File: src/rtl/fetch_sequencer.sv
// fetch_sequencer: instruction fetch sequencer with a small circular prefetch
// buffer sitting between an asynchronous-read instruction memory and decode.
// Optional feature macro: FETCH_BOUNDS_CHECK_EN (fetch address bounds and
// alignment checking with a FAULT state). Without it, FAULT is unreachable
// and fault/fault_pc are tied low.
module fetch_sequencer #(
  parameter logic [31:0] RESET_PC = 32'd256,
  parameter int unsigned DEPTH    = 2
) (
  input  logic        clk,
  input  logic        rst,
  input  logic        start,
  output logic [31:0] imem_addr,
  input  logic [31:0] imem_data,
  input  logic        redirect_valid,
  input  logic [31:0] redirect_pc,
  output logic        out_valid,
  input  logic        out_ready,
  output logic [31:0] out_instr,
  output logic [31:0] out_pc,
  output logic        busy,
  output logic        fault,
  output logic [31:0] fault_pc
);

  localparam int unsigned PW = (DEPTH <= 2) ? 1 : (DEPTH <= 4) ? 2 : 3;
  localparam int unsigned CW = PW + 1;

  typedef enum logic [1:0] {
    IDLE  = 2'd0,
    FETCH = 2'd1,
    FAULT = 2'd2
  } state_t;

  state_t          state;
  logic [31:0]     pc;
  logic [31:0]     buf_pc    [DEPTH];
  logic [31:0]     buf_instr [DEPTH];
  logic [PW-1:0]   head;
  logic [PW-1:0]   tail;
  logic [CW-1:0]   count;

  logic            pop;
  logic            do_pop;
  logic            full;
  logic            push_slot;
  logic            push;
  logic            fault_hit;
  logic [31:0]     redir_target;

  function automatic logic [PW-1:0] next_ptr(input logic [PW-1:0] p);
    if (p == PW'(DEPTH - 1)) next_ptr = '0;
    else                     next_ptr = p + PW'(1);
  endfunction

  assign imem_addr = pc;
  assign out_valid = (count != '0);
  assign out_instr = buf_instr[head];
  assign out_pc    = buf_pc[head];
  assign busy      = (state != IDLE);

  // Handshake and push/pop qualification; a redirect cancels both.
  always_comb begin
    pop       = out_valid && out_ready;
    do_pop    = pop && !redirect_valid;
    full      = (count == CW'(DEPTH));
    push_slot = (state == FETCH) && !redirect_valid && (!full || pop);
`ifdef FETCH_BOUNDS_CHECK_EN
    if ((pc[31:10] == '0) && (pc[1:0] == 2'b00)) begin
      push      = push_slot;
      fault_hit = 1'b0;
    end else begin
      push      = 1'b0;
      fault_hit = push_slot;
    end
    redir_target = redirect_pc;
`else
    push         = push_slot;
    fault_hit    = 1'b0;
    redir_target = redirect_pc & 32'hFFFF_FFFC;
`endif
  end

  // Sequencer state, PC and prefetch buffer.
  always_ff @(posedge clk) begin
    if (rst) begin
      state <= IDLE;
      pc    <= RESET_PC;
      head  <= '0;
      tail  <= '0;
      count <= '0;
      for (int unsigned i = 0; i < DEPTH; i++) begin
        buf_pc[i]    <= '0;
        buf_instr[i] <= '0;
      end
    end else begin
      case (state)
        IDLE:    if (start)          state <= FETCH;
        FETCH:   if (fault_hit)      state <= FAULT;
        FAULT:   if (redirect_valid) state <= FETCH;
        default:                     state <= IDLE;
      endcase

      if (redirect_valid) begin
        pc    <= redir_target;
        head  <= '0;
        tail  <= '0;
        count <= '0;
      end else begin
        if (push) begin
          buf_pc[tail]    <= pc;
          buf_instr[tail] <= imem_data;
          tail            <= next_ptr(tail);
          pc              <= pc + 32'd4;
        end
        if (do_pop) head <= next_ptr(head);
        case ({push, do_pop})
          2'b10:   count <= count + CW'(1);
          2'b01:   count <= count - CW'(1);
          default: count <= count;
        endcase
      end
    end
  end

`ifdef FETCH_BOUNDS_CHECK_EN
  // Fault flag: set on a rejected fetch, cleared by the redirect out of FAULT.
  always_ff @(posedge clk) begin
    if (rst) begin
      fault    <= 1'b0;
      fault_pc <= '0;
    end else if (fault_hit) begin
      fault    <= 1'b1;
      fault_pc <= pc;
    end else if (redirect_valid && (state == FAULT)) begin
      fault    <= 1'b0;
    end
  end
`else
  assign fault    = 1'b0;
  assign fault_pc = '0;
`endif

endmodule

File: config.mk
export PLATFORM = sky130hd
export DESIGN_NAME = fetch_sequencer
export DESIGN_NICKNAME = d
export VERILOG_FILES = /design/src/rtl/fetch_sequencer.sv
export SDC_FILE = /design/constraint.sdc
export NUM_CORES = 1
export LEC_CHECK = 0
export ABC_AREA = 0
export CORE_ASPECT_RATIO = 0.7
export CORE_MARGIN = 2
export CORE_UTILIZATION = 63
export DETAILED_ROUTE_END_ITERATION = 10
export DONT_BUFFER_PORTS = 1
export GPL_TIMING_DRIVEN = 0
export PLACE_DENSITY = 0.79
export REMOVE_ABC_BUFFERS = 1
export SLEW_MARGIN = 20
export SYNTH_ARGS = -nofsm -noshare
export SYNTH_HDL_FRONTEND = slang
export SYNTH_SLANG_ARGS = --single-unit
File: constraint.sdc
create_clock -name clk -period 20.1 [get_ports clk]
set_input_delay 2.01 -clock clk [delete_from_list [all_inputs] [get_ports clk]]
set_output_delay 2.01 -clock clk [all_outputs]
set_load 0.01 [all_outputs]
After elaboration in Yosys (flattened, before gate mapping)
Memory sizes are Yosys's and may differ from the RTL's. A register that Yosys moved wholly into a read port is not among the register bits.
Index checks and enable logic that the tools add are counted.
{"block": "classes", "n_reduce_logical": 16, "eq_ne": 7, "n_addsub": 5, "mux": 24, "bitwise_logic": 1}
{"cell": "$mux W32", "count": 4}
{"cell": "$reduce_or A32 Y1", "count": 2}
{"cell": "$add A32 B3 Y32 const B", "count": 1}
{"cell": "$mux W1", "count": 16}
{"cell": "$reduce_bool A2 Y1", "count": 4}
{"cell": "$eq A2 B2 Y1 const B", "count": 3}
{"cell": "$pmux W2 S3", "count": 1}
{"cell": "$eq A2 B1 Y1 const B", "count": 2}
{"cell": "$logic_and A1 B1 Y1", "count": 4}
{"cell": "$mux W2", "count": 2}
{"cell": "$ne A2 B2 Y1 const B", "count": 2}
{"cell": "$pmux W2 S2", "count": 1}
{"cell": "$reduce_and A3 Y1", "count": 1}
{"cell": "$add A1 B1 Y1 const B", "count": 2}
{"cell": "$add A2 B1 Y2 const B", "count": 1}
{"cell": "$logic_not A1 Y1", "count": 2}
{"cell": "$logic_not A2 Y1", "count": 1}
{"cell": "$reduce_or A2 Y1", "count": 1}
{"cell": "$sub A2 B1 Y2 const B", "count": 1}
{"cell": "$logic_or A1 B1 Y1", "count": 1}
{"cell": "$not A1 Y1", "count": 1}
{"block": "totals", "out_inout_bits": 131, "ram_bits": 128, "regBits": 38, "memories": 2}
{"memory": "buf_instr", "words": 2, "width": 32, "read_ports": 1, "rd_clocked_by_memory_dff": 1, "wr": 2, "line": "38", "source": "logic [31:0] buf_instr [DEPTH];"}
{"memory": "buf_pc", "words": 2, "width": 32, "read_ports": 1, "rd_clocked_by_memory_dff": 1, "wr": 2, "line": "37", "source": "logic [31:0] buf_pc [DEPTH];"}

Longest topological paths before layout
Gate-level depths: netlist (run 1).
{"block": "logic_depth", "word_depth": 10, "depth_mapped": 9, "mapped_depth_nobuf": 7}

Worst setup path before layout (run 1)
Ideal clock, no wire load.
{"block": "synth_path", "kind": "input -> register", "startpoint": "input out_ready", "endpoint": "memory buf_instr[0][0] (enable)", "setup_ns": 0.568, "cell_stages": 5, "arrival_time_ns": 7.183, "t_required_ns": 19.532, "path_slack_ns": 12.349, "cell_sequence": "nor3b_1 -> nor2_1 -> clkbuf_1 -> nand2_1 -> o21ai_0"}
{"item": "start, declared", "line": "18", "source": "input logic out_ready,"}
{"item": "end, declared", "line": "38"}

==> flow_metrics.env, run 1 <==
export IMPL_status="finished clean"
export IMPL_die_h_um=97.4
export IMPL_rsz0062_at_grt="false"
export IMPL_rr_startpoint="state[0]"
export IMPL_synth_top_cells_by_area="edfxtp_1, dfxtp_1, mux2_2"
export IMPL_min_path_type="reg2reg"
export IMPL_yosys_area_top_type_share=0.474
export IMPL_cp_common_cell="buf_16"
export IMPL_antenna_found_initial=0
export IMPL_final_min_clock_period_ns=4.13
export IMPL_cts_reportedPaths_clkPinSlew_ns=0.06
export IMPL_die_area_um2=13400
export IMPL_utilization=0.698
export IMPL_nets=719
export IMPL_insertedDiodeCount=0
export IMPL_io_pins=200
export IMPL_r2r_end="buf_instr[0][7]"
export IMPL_drc=0
export IMPL_ir_worst_vdd_uv=59.3
export IMPL_grt_pass1_wl_um=27400
export IMPL_crit_end="buf_instr[0][7]"
export IMPL_start_util=0.639
export IMPL_root_buffer="clkbuf_16"
export IMPL_postCtsSetupBuffers=0
export IMPL_clk_path_buf_depth=2
export IMPL_syn_avg_cell_area_um2=11.7
export IMPL_grt_max_degree=72
export IMPL_tritoncts="yes"
export IMPL_power_density_nw_per_um2=87.1
export IMPL_synth_area_um2=7860
export IMPL_crit_path_start="redirect_valid"
export IMPL_num_vias=5215
export IMPL_fmax_mhz=242
export IMPL_first_pass_iters=4
export IMPL_ys_seq_area_frac=0.566
export IMPL_end_kind="register"
export IMPL_drt_iter0_markers=327
export IMPL_max_cap_violations=0
export IMPL_die_w_um=137
export IMPL_critical_path_class="in2reg"
export IMPL_fin_worst_skew_ns=0.00909
export IMPL_coreArea_um2=12300
export IMPL_port_buffers=0
export IMPL_grt_use_total=0.268
export IMPL_cp_start_kind="input pin"
export IMPL_grt_overflow=0
export IMPL_clkSinkCount=160
export IMPL_worstPathArrival_ns=4.25
export IMPL_ys_flop_type="edfxtp_1"
export IMPL_yosysUniqueCellTypes=50
export IMPL_grt_pass1_vias=5203
export IMPL_worst_hold_slack_ns=0.522
export IMPL_dp_hpwl_um=11700
export IMPL_cts_htree_levels=4
export IMPL_place_inst=791
export IMPL_cts_repair_resized=0
export IMPL_worstPathMaxFanout=45
export IMPL_insertion_delay_ns=0.42
export IMPL_rows=34
export IMPL_tightest_slew_ns=1.08
export IMPL_reg2reg_depth=7
export IMPL_cts_buffers=17
export IMPL_cellLeakagePower_nw=3.34
export IMPL_yosysTopAreaCell="edfxtp_1"
export IMPL_setup_tns_final_ns=0
export IMPL_finalCritPeriodShare=0.206
export IMPL_final_cells=823
export IMPL_avgViaCountPerCell=6.34
export IMPL_async_reset_ff_frac=0
export IMPL_synth_edf_count=124
export IMPL_setup_viol=0
export IMPL_cp_slowest_cell="inv_1"
export IMPL_post_cts_hold_buffer_count=0
export IMPL_netlist_instances=671
export IMPL_ff2ff_setup_slack_ns=17.06
export IMPL_crit_chain="inv_1, nand2_1, o21ai_4, buf_16, buf_16"
export IMPL_finalHoldViolations=0
export IMPL_synth_seq_cells=160
export IMPL_wl_per_cell_um=21.4
export IMPL_maxSlewViolCount=0
export IMPL_drive_above_1_share=0.179
export IMPL_routed_wl_um=17600
export IMPL_slew_headroom=0.279
export IMPL_area_growth_pct=9.22
export IMPL_yosysWarnings=0
export IMPL_required_ns=20.22
export IMPL_drtAntennaViolNets=0
export IMPL_slowest_delay_ns=0.76
export IMPL_gp_congestion=0.829
## where the power goes
part	switching, mW	total [mW]	leakage [nW]	internal, mW
sequential	0.0164	0.390	1.59	0.373
clock	0.133	0.305	0.277	0.172
combinational	0.0322	0.0528	1.47	0.0206
total	0.181	0.747	3.34	0.566
## worst min path at each step
stage	cells past startpoint	slack [ns]	end	startpoint
floorplan	2	0.47	count[1]	count[1]
global placement	2	0.48	count[1]	count[1]
detailed placement	2	0.51	head	head
CTS	2	0.52	head	head
global route	2	0.55	register	head
finish	2	0.52	head	head
## flip-flops by register name, summed over array words and instances (netlist names), named ones only
name       count
imem_addr     30
count          2
head           1
tail           1
buf_instr     64
state          1
buf_pc        60
## synthesized netlist by cell type (all sizes together), types with 4 or more instances
library cell,number
a2111oi,5
a211oi,5
a21oi,5
a311oi,13
a31oi,6
and2,62
and3,70
and4,5
buf,50
clkbuf,42
dfxtp,36
edfxtp,124
inv,15
mux2,62
nand2,19
nand3,10
nand4,17
nor2,30
nor2b,8
nor3,14
nor4,10
o211ai,4
o21ai,5
o31ai,5
or3,4
or4,7
xor2,6
## per-stage QoR
stage | cell area [µm²] | power, mW | worst slack (ns)
finish | 8580 | 0.747 | 15.97
global route | 8580 | 0.770 | 15.85
CTS | 8570 | 0.750 | 16.02
detailed placement | 8010 | 0.449 | 15.57
global placement | 7690 | 0.443 | 8.86
floorplan | 7490 | 0.429 | 11.98
## routing by layer
| layer | GRT usage | share of wire |
|---|---|---|
| met5 | 0 | 0 |
| met1 | 0.352 | 0.40 |
| met4 | 0.0880 | 0.016 |
| met2 | 0.418 | 0.47 |
| met3 | 0.0939 | 0.11 |
## kinds of logic after synthesis
kind of cell / Yosys count / share of synthesized area
xor+xnor: 9 / 0.0100
flops: 160 / 0.566
simple gates: 268 / 0.200
other cells: 1 / 0.000477
compound gates: 62 / 0.0605
fa+ha+maj: 2 / 0.00319
mux: 62 / 0.0889
buf+inv: 107 / 0.0710
## placed cells by master (no fill, tap or decap), drive strengths merged, types with 6 or more instances in the layout
cell type,netlist,routed
conb,1,37
buf,50,14
nand3,10,10
edfxtp,124,124
nor2,30,30
mux2,62,62
xor2,6,6
nor4,10,10
and2,62,62
inv,15,20
clkbuf,42,18
a31oi,6,6
and3,70,70
nand4,17,17
clkinv,0,7
a311oi,13,13
dfxtp,36,36
nor3,14,14
nor2b,8,8
or4,7,7
nand2,19,19
## critical path: cells and delay by family
family / cells / cell delay, ns
buffers and inverters: 3 / 1.18
AOI/OAI and AO/OA: 1 / 0.60
and+or+nand+nor: 1 / 0.41
## layout make-up
type | count | area [µm²]
multi-input cells | 440 | 3030
repair buffers | 14 | 280
fillers | 847 | 3710
inverters | 15 | 56.3
well taps | 162 | 203
flip-flops and latches | 160 | 4450
clock buffers | 18 | 429
clock inverters | 14 | 130
Power figures use the tool's default switching activity.
==> run 2, diff against run 1 <==
--- a/config.mk
+++ b/config.mk
@@ -8,11 +8,11 @@
 export ABC_AREA = 0
 export CORE_ASPECT_RATIO = 0.7
 export CORE_MARGIN = 2
-export CORE_UTILIZATION = 63
+export CORE_UTILIZATION = 58
 export DETAILED_ROUTE_END_ITERATION = 10
 export DONT_BUFFER_PORTS = 1
 export GPL_TIMING_DRIVEN = 0
-export PLACE_DENSITY = 0.79
+export PLACE_DENSITY = 0.76
 export REMOVE_ABC_BUFFERS = 1
 export SLEW_MARGIN = 20
 export SYNTH_ARGS = -nofsm -noshare
==> constraint.sdc (replaced) <==
create_clock -name clk -period 3.75 [get_ports clk]
set_input_delay 0.375 -clock clk [delete_from_list [all_inputs] [get_ports clk]]
set_output_delay 0.375 -clock clk [all_outputs]
set_load 0.01 [all_outputs]
==> flow_metrics.env, run 2 (synthesis gave the netlist of run 1 again) <==
export IMPL_routed_wl_um=17900
export IMPL_drive_above_1_share=0.177
export IMPL_fin_area_um2=8640
export IMPL_finalCritPeriodShare=0.790
export IMPL_antenna_found_initial=0
export IMPL_grt_overflow=0
export IMPL_clk_path_buf_depth=2
export IMPL_wl_per_cell_um=21.1
export IMPL_port_buffers=0
export IMPL_dp_hpwl_um=11800
export IMPL_power_density_nw_per_um2=475
export IMPL_ir_worst_vdd_uv=304
export IMPL_rsz0062_at_grt="false"
export IMPL_avgViaCountPerCell=6.17
export IMPL_insertedDiodeCount=0
export IMPL_grt_use_total=0.247
export IMPL_tritoncts="yes"
export IMPL_cellLeakagePower_nw=3.35
export IMPL_clkSinkCount=160
export IMPL_grtUsageMet2=0.383
export IMPL_drt_iter0_markers=443
export IMPL_layout_commonest_cell="edfxtp_1"
export IMPL_gp_congestion=0.835
export IMPL_setup_viol=0
export IMPL_end_kind="register"
export IMPL_io_pins=200
export IMPL_post_cts_hold_buffer_count=0
export IMPL_final_cell_mix="edfxtp_1, and3_1, mux2_2"
export IMPL_required_ns=3.88
export IMPL_finalHoldViolations=0
export IMPL_num_vias=5229
export IMPL_maxSlewViolCount=0
export IMPL_drtAntennaViolNets=0
export IMPL_utilization=0.656
export IMPL_busiest_layer="met2"
export IMPL_worstPathMaxFanout=22
export IMPL_first_pass_iters=5
export IMPL_met1_usage=0.325
export IMPL_cts_repair_resized=0
export IMPL_die_h_um=101
export IMPL_drc=0
export IMPL_area_growth_pct=10.0
export IMPL_start_util=0.596
export IMPL_nets=720
export IMPL_min_path_cells=1
export IMPL_final_min_clock_period_ns=2.96
export IMPL_min_path_type="in2reg"
export IMPL_grt_pass1_vias=5151
export IMPL_worstPathArrival_ns=3.09
export IMPL_cp_start_kind="register"
export IMPL_fin_worst_skew_ns=0.00479
export IMPL_insertion_delay_ns=0.41
export IMPL_critical_path_class="reg2reg"
export IMPL_slew_headroom=0.286
export IMPL_regMostFlops="buf_instr"
export IMPL_postCtsSetupBuffers=0
export IMPL_cts_reportedPaths_clkPinSlew_ns=0.07
export IMPL_cts_buffers=17
export IMPL_die_area_um2=14500
export IMPL_root_buffer="clkbuf_16"
export IMPL_largest_reg_flops=64
export IMPL_status="finished clean"
export IMPL_reg2reg_depth=8
export IMPL_grt_max_degree=72
export IMPL_cts_htree_levels=4
export IMPL_die_w_um=143
export IMPL_rows=35
export IMPL_tightest_slew_ns=1.07
export IMPL_grt_pass1_wl_um=27500
export IMPL_fmax_mhz=338
export IMPL_grtUsageMet3=0.0861
export IMPL_coreArea_um2=13200
export IMPL_max_cap_violations=0
export IMPL_post_dp_cell_area_um2=8050
[run 2: worst paths after layout]
| kind | start | to | slack (ns) |
|---|---|---|---|
| max reg2reg | state[0] | buf_instr[1][23] | 0.79 |
| min | rst | imem_addr[5] | 0.03 |
| min reg2reg | count[1] | count[1] | 0.52 |
| max | state[0] | buf_instr[1][23] | 0.79 |
[run 2: area by class of cell]
type                    instances  area (µm²)
well taps                     185         231
repair buffers                 15         292
clock inverters                14         158
inverters                      15        56.3
fillers                       972        4540
flip-flops and latches        160        4450
clock buffers                  18         429
multi-input cells             440        3020
[run 2: critical path: stages (launching register included)]
cell	delay, ns
dfxtp_1	0.58
inv_1	0.18
nor2_2	0.42
buf_8	0.24
nand2_1	0.18
o21ai_4	0.49
buf_16	0.22
buf_8	0.18
buf_16	0.16
[run 2: layer usage]
layer	vias up	wire, µm
met5	-	0
li1	2381	-
met4	0	292
met3	28	2000
met2	265	8090
met1	2555	7520
[run 2: power breakdown]
part | internal [mW] | total, mW | leakage (nW) | switching (mW)
sequential | 2.00 | 2.09 | 1.59 | 0.0883
clock | 0.994 | 1.72 | 0.279 | 0.730
combinational | 0.112 | 0.288 | 1.48 | 0.176
total | 3.11 | 4.10 | 3.35 | 0.995
[run 2: per-stage QoR]
stage	setup WS (ns)	power, mW	instances	setup TNS [ns]	hold WS, ns
global route	0.648	4.22	847	0	0.0100
detailed placement	0.827	2.41	815	0	0.455
floorplan	-2.91	2.30	615	-360.88	0.447
finish	0.787	4.10	847	0	0.0295
global placement	-6.32	2.38	800	-942.71	0.452
CTS	0.801	4.12	847	0	0.0116
==> patch 1, RTL diff (config.mk and constraints of run 2) <==
The option `FETCH_BOUNDS_CHECK_EN` is turned on by a define.
--- a/src/rtl/fetch_sequencer.sv
+++ b/src/rtl/fetch_sequencer.sv
@@ -3,6 +3,8 @@
 // Optional feature macro: FETCH_BOUNDS_CHECK_EN (fetch address bounds and
 // alignment checking with a FAULT state). Without it, FAULT is unreachable
 // and fault/fault_pc are tied low.
+`define FETCH_BOUNDS_CHECK_EN
+
 module fetch_sequencer #(
   parameter logic [31:0] RESET_PC = 32'd256,
   parameter int unsigned DEPTH    = 2
Formal check against the unedited RTL: not equivalent (Yosys sat finds a counterexample within 4 cycles, from zero or initial values and one cycle with rst high).
==> patch 1 against run 2 <==
- routed wire length fell by 16%
- die area up 1.5%
- sequential share of layout area up 7.1 points
- synthesized cell count fell by 14%
- via count shrank 16%
- sequential cell count is 40 higher
- design area increased by 4.3%
- setup slack got worse by 0.40 ns
- total power is 6.8% higher
- synthesized area grew 1.5%
- worst hold slack lost 0.0025 ns
- highest routed layer unchanged
==> patch 1: results <==
metrics = {
    "logic_synthesis": {
        "synth_common_cells": "edfxtp_1 (128), and2_1 (80), dfxtp_1 (72)",
        "avgSynthCellArea_sq_um": 13.8,
        "yosysUniqueCellTypes": 41,
        "ys_seq_area_frac": 0.663,
        "synth_edf_count": 128,
        "synth_area_leaders": "edfxtp_1 (48%), dfxtp_1 (18%), mux2_2 (9.0%)",
    },
    "timing": {
        "final.setup_skew_ns": 0.0140,
        "slew_headroom": 0.493,
    },
    "worst_setup_path": {
        "reg2reg_slack_ns": 0.39,
        "worstPathArrival_ns": 3.47,
        "rr_worst_depth": 7,
    },
    "placed_design": {
        "dp.cells": 783,
        "dpl.hpwl_microns": 10100,
        "placed_cell_area_sq_um": 8430,
        "gp_congestion": 0.740,
    },
    "final_layout": {
        "nets": 692,
        "nFillCells": 972,
        "drive_above_1_share": 0.188,
    },
    "route": {
        "post_drt_wl_per_cell_microns": 18.5,
        "vias_per_cell": 5.39,
        "drt_iter0_drc": 300,
        "dr.pass1.iters": 4,
        "wl_microns": 15100,
    },
    "pwr": {
        "netSwitchingFraction": 0.227,
        "leakagePower_nw": 3.55,
        "ir_drop_uv": 335,
    },
    "clocking": {
        "clk_latency_ns": 0.41,
        "cts_resized": 0,
    },
    "grt": {
        "grt_pass1_wl_microns": 22700,
        "grt_max_degree": 78,
        "grt_pass1_vias": 4372,
        "grt_usage": 0.203,
    },
    "run_status": {
        "status": "finished clean",
    },
}
[patch 1: metal layers]
metal	wire, microns	part of all wire	track usage
met4	279	0.018	0.0739
met2	7340	0.49	0.337
met1	6560	0.43	0.258
met3	942	0.062	0.0604
met5	0	0	0
[patch 1: power by group through the flow]
stage / combinational, mW / sequential, mW / clock, mW
CTS: 0.194 / 2.51 / 1.71
finish: 0.193 / 2.50 / 1.68
detailed placement: 0.194 / 2.56 / 0
global placement: 0.180 / 2.56 / 0
floorplan: 0.150 / 2.54 / 0
global route: 0.212 / 2.51 / 1.80
[patch 1: final timing paths]
path | from | end
setup / recovery | imem_addr[11]$_SDFFE_PP0P_ | buf_instr[1][31]$_SDFFCE_PN0P_
hold / removal | redirect_valid | flop
setup reg to reg | imem_addr[11]$_SDFFE_PP0P_ | buf_instr[1][31]$_SDFFCE_PN0P_
hold reg to reg | state[1]$_SDFFE_PP0P_ | state[1]$_SDFFE_PP0P_
[patch 1: worst max-delay path, cell delays in order, from the launching register on]
cell and delay [ns]:
dfxtp_1 0.36, nor4_1 0.45, nand4_1 0.39, nor3_4 0.54
inv_4 0.20, nor3b_4 0.32, or2_4 0.49, buf_12 0.28
[patch 1: logic make-up (layout without fill, tap and decap cells)]
kind of cell | count (synthesis) | in the layout | share of synthesized area
flip-flops | 200 | 200 | 0.663
buffers and inverters | 35 | 44 | 0.0190
AND/OR/NAND/NOR | 192 | 193 | 0.129
adder cells (fa/ha/maj) | 2 | 2 | 0.00314
AO/OA/AOI/OAI | 20 | 20 | 0.0184
XOR/XNOR | 6 | 6 | 0.00659
multiplexers | 120 | 120 | 0.161
other | 1 | 48 | 0.000470
[patch 1: final cells by class]
class | instances | area (sq um) | share of cell area
flip-flops and latches | 200 | 5290 | 0.587
multi-input cells | 389 | 2770 | 0.307
clock buffers | 18 | 429 | 0.0476
well taps | 185 | 231 | 0.0257
repair buffers | 10 | 168 | 0.0186
clock inverters | 13 | 120 | 0.0133
inverters | 3 | 13.8 | 0.00153
[patch 1: repair_timing]
| action | in CTS | in global routing |
|---|---|---|
| endpoints found under the setup margin | 34 | 34 |
| setup buffers | 0 | 3 |
| cloned | 1 | 0 |
| pin swaps | 1 | 1 |
[patch 1: metrics by stage]
stage          power [mW]  worst slack, ns  TNS, ns  hold WS, ns
2_1_floorplan        2.69            -1.08   -69.39        0.438
3_3_place_gp         2.73            -3.08  -326.41        0.445
3_5_place_dp         2.75          -0.0992    -3.29        0.449
4_1_cts              4.41           0.0558        0       0.0108
5_1_grt              4.53            0.255        0      0.00489
6_report             4.38            0.389        0       0.0269
==> patch 2, RTL diff (config.mk and constraints of run 2) <==
Without the edit above. Encoding of `state_t`: now one-hot (3 bits for 3 states).
--- a/src/rtl/fetch_sequencer.sv
+++ b/src/rtl/fetch_sequencer.sv
@@ -26,10 +26,10 @@
   localparam int unsigned PW = (DEPTH <= 2) ? 1 : (DEPTH <= 4) ? 2 : 3;
   localparam int unsigned CW = PW + 1;
 
-  typedef enum logic [1:0] {
-    IDLE  = 2'd0,
-    FETCH = 2'd1,
-    FAULT = 2'd2
+  typedef enum logic [2:0] {
+    IDLE  = 3'b001,
+    FETCH = 3'b010,
+    FAULT = 3'b100
   } state_t;
 
   state_t          state;
Check against the original RTL: same outputs for any inputs over 4 cycles, from zero or initial values and one cycle with rst high; so few cycles prove little.
==> patch 2 against run 2 <==
- sequential cell count grew 1
- design area shrank 0.12%
- total power shrank 2.0%
- critical path depth shrank 4
- synthesized area shrank 0.41%
- cell count shrank 0.59%
- routed wire length shrank 3.3%
- synthesized cell count shrank 3.0%
- setup slack gained 0.44 ns
==> patch 2: results <==
metrics = {
    "placed_design": {
        "place.port_buffers": 0,
        "post-place-ws_ns": 0.643,
        "placed_cell_area_sq_um": 8030,
        "gp_congestion": 0.815,
        "dpl.hpwl_microns": 12000,
    },
    "worst_setup_path": {
        "worstPathArrival_ns": 2.80,
        "crit_start": "imem_addr[10]$_SDFFE_PP0P_",
        "cp_max_fo": 12,
    },
    "clocking": {
        "cts_buffers": 17,
        "cts.clk_slew.worst_paths_ns": 0.06,
        "root_buffer": "clkbuf_16",
        "clk_latency_ns": 0.42,
        "htree_levels": 4,
        "cts_setup_buffers": 0,
        "cts_resized": 0,
        "cts_max_path_buffers": 2,
    },
    "logic_synthesis": {
        "yosysUniqueCellTypes": 54,
        "yosys_warnings": 0,
        "ys_seq_area_frac": 0.571,
        "synth_common_cells": "edfxtp_1 (124), and2_1 (123), mux2_2 (62)",
        "synth_edf_count": 124,
        "synth_area_leaders": "edfxtp_1 (48%), and2_1 (9.8%), dfxtp_1 (9.5%)",
        "synthArstFlopShare": 0,
    },
    "final_layout": {
        "drive_above_1_share": 0.187,
        "nets": 715,
        "nFillCells": 984,
        "regMostFlops": "buf_instr",
        "largest_register_ffs": 64,
        "n_antenna_cell": 0,
    },
    "route": {
        "met2_wirelength_microns": 8100,
        "wl_met1_microns": 7360,
        "wl_microns": 17300,
        "vias": 4972,
        "dr.pass1.iters": 6,
        "drt_iter0_drc": 412,
        "met3_length_microns": 1650,
        "dr.max_layer_used": "met4",
    },
    "pwr": {
        "leakagePower_nw": 3.12,
        "ir_drop_uv": 300,
    },
    "grt": {
        "grt_max_degree": 44,
        "grt_pass1_vias": 4921,
        "grt_usage": 0.243,
        "antenna_found_initial": 0,
        "grt_pass1_wl_microns": 26600,
    },
    "run_status": {
        "status": "finished clean",
    },
    "timing": {
        "worst_slew_pin_slew_ns": 1.02,
        "final.setup_skew_ns": 0.00727,
    },
    "min_path": {
        "hold_path_class": "input pin to flop",
        "hold_start": "rst",
    },
}
[patch 2: cell type report]
class / count / area, sq um / area share
Clock buffer: 18 / 429 / 0.0497
Clock inverter: 14 / 171 / 0.0199
Inverter: 9 / 33.8 / 0.00391
Multi-Input combinational cell: 439 / 3060 / 0.355
Sequential cell: 161 / 4470 / 0.518
Tap cell: 185 / 231 / 0.0268
Timing Repair Buffer: 16 / 235 / 0.0273
[patch 2: per-layer routing]
| metal | up-vias | track usage |
|---|---|---|
| met1 | 2449 | 0.320 |
| li1 | 2296 | - |
| met2 | 209 | 0.388 |
| met4 | 0 | 0.0762 |
| met5 | - | 0 |
| met3 | 18 | 0.0790 |
[patch 2: final timing paths]
kind / endpoint / slack [ns] / depth (start not counted)
max: imem_addr[23]$_SDFFE_PP0P_ / 1.23 / 4
min: imem_addr[2]$_SDFFE_PP0P_ / 0.03 / 1
max reg2reg: imem_addr[23]$_SDFFE_PP0P_ / 1.23 / 4
min reg2reg: head$_SDFFE_PP0P_ / 0.51 / 2
[patch 2: logic make-up (layout without fill, tap and decap cells)]
group,count (synthesis),in the layout,synth area share
and+or+nand+nor,272,272,0.210
DFF,161,161,0.571
buffers and inverters,87,57,0.0600
muxes,62,62,0.0893
AOI/OAI and AO/OA,54,54,0.0526
xor gates and xnor gates,12,12,0.0134
adders and majority gates,2,2,0.00320
other,1,37,0.000479
[patch 2: where the power goes]
| group | switching (mW) | internal (mW) | leakage (nW) |
|---|---|---|---|
| logic | 0.121 | 0.0756 | 1.25 |
| clock network | 0.749 | 1.00 | 0.283 |
| registers | 0.0814 | 1.99 | 1.59 |
[patch 2: metrics by stage]
step                total power, mW  std cells
floorplan                      2.23        609
global placement               2.29        794
detailed placement             2.30        810
CTS                            4.03        842
global route                   4.14        842
finish                         4.02        842
[patch 2: worst max-delay path, cell delays in order (launching register included)]
cell	delay [ns]
dfxtp_1	0.65
nand4_1	0.24
nor4_2	0.88
a311oi_1	0.22
a2111oi_0	0.40
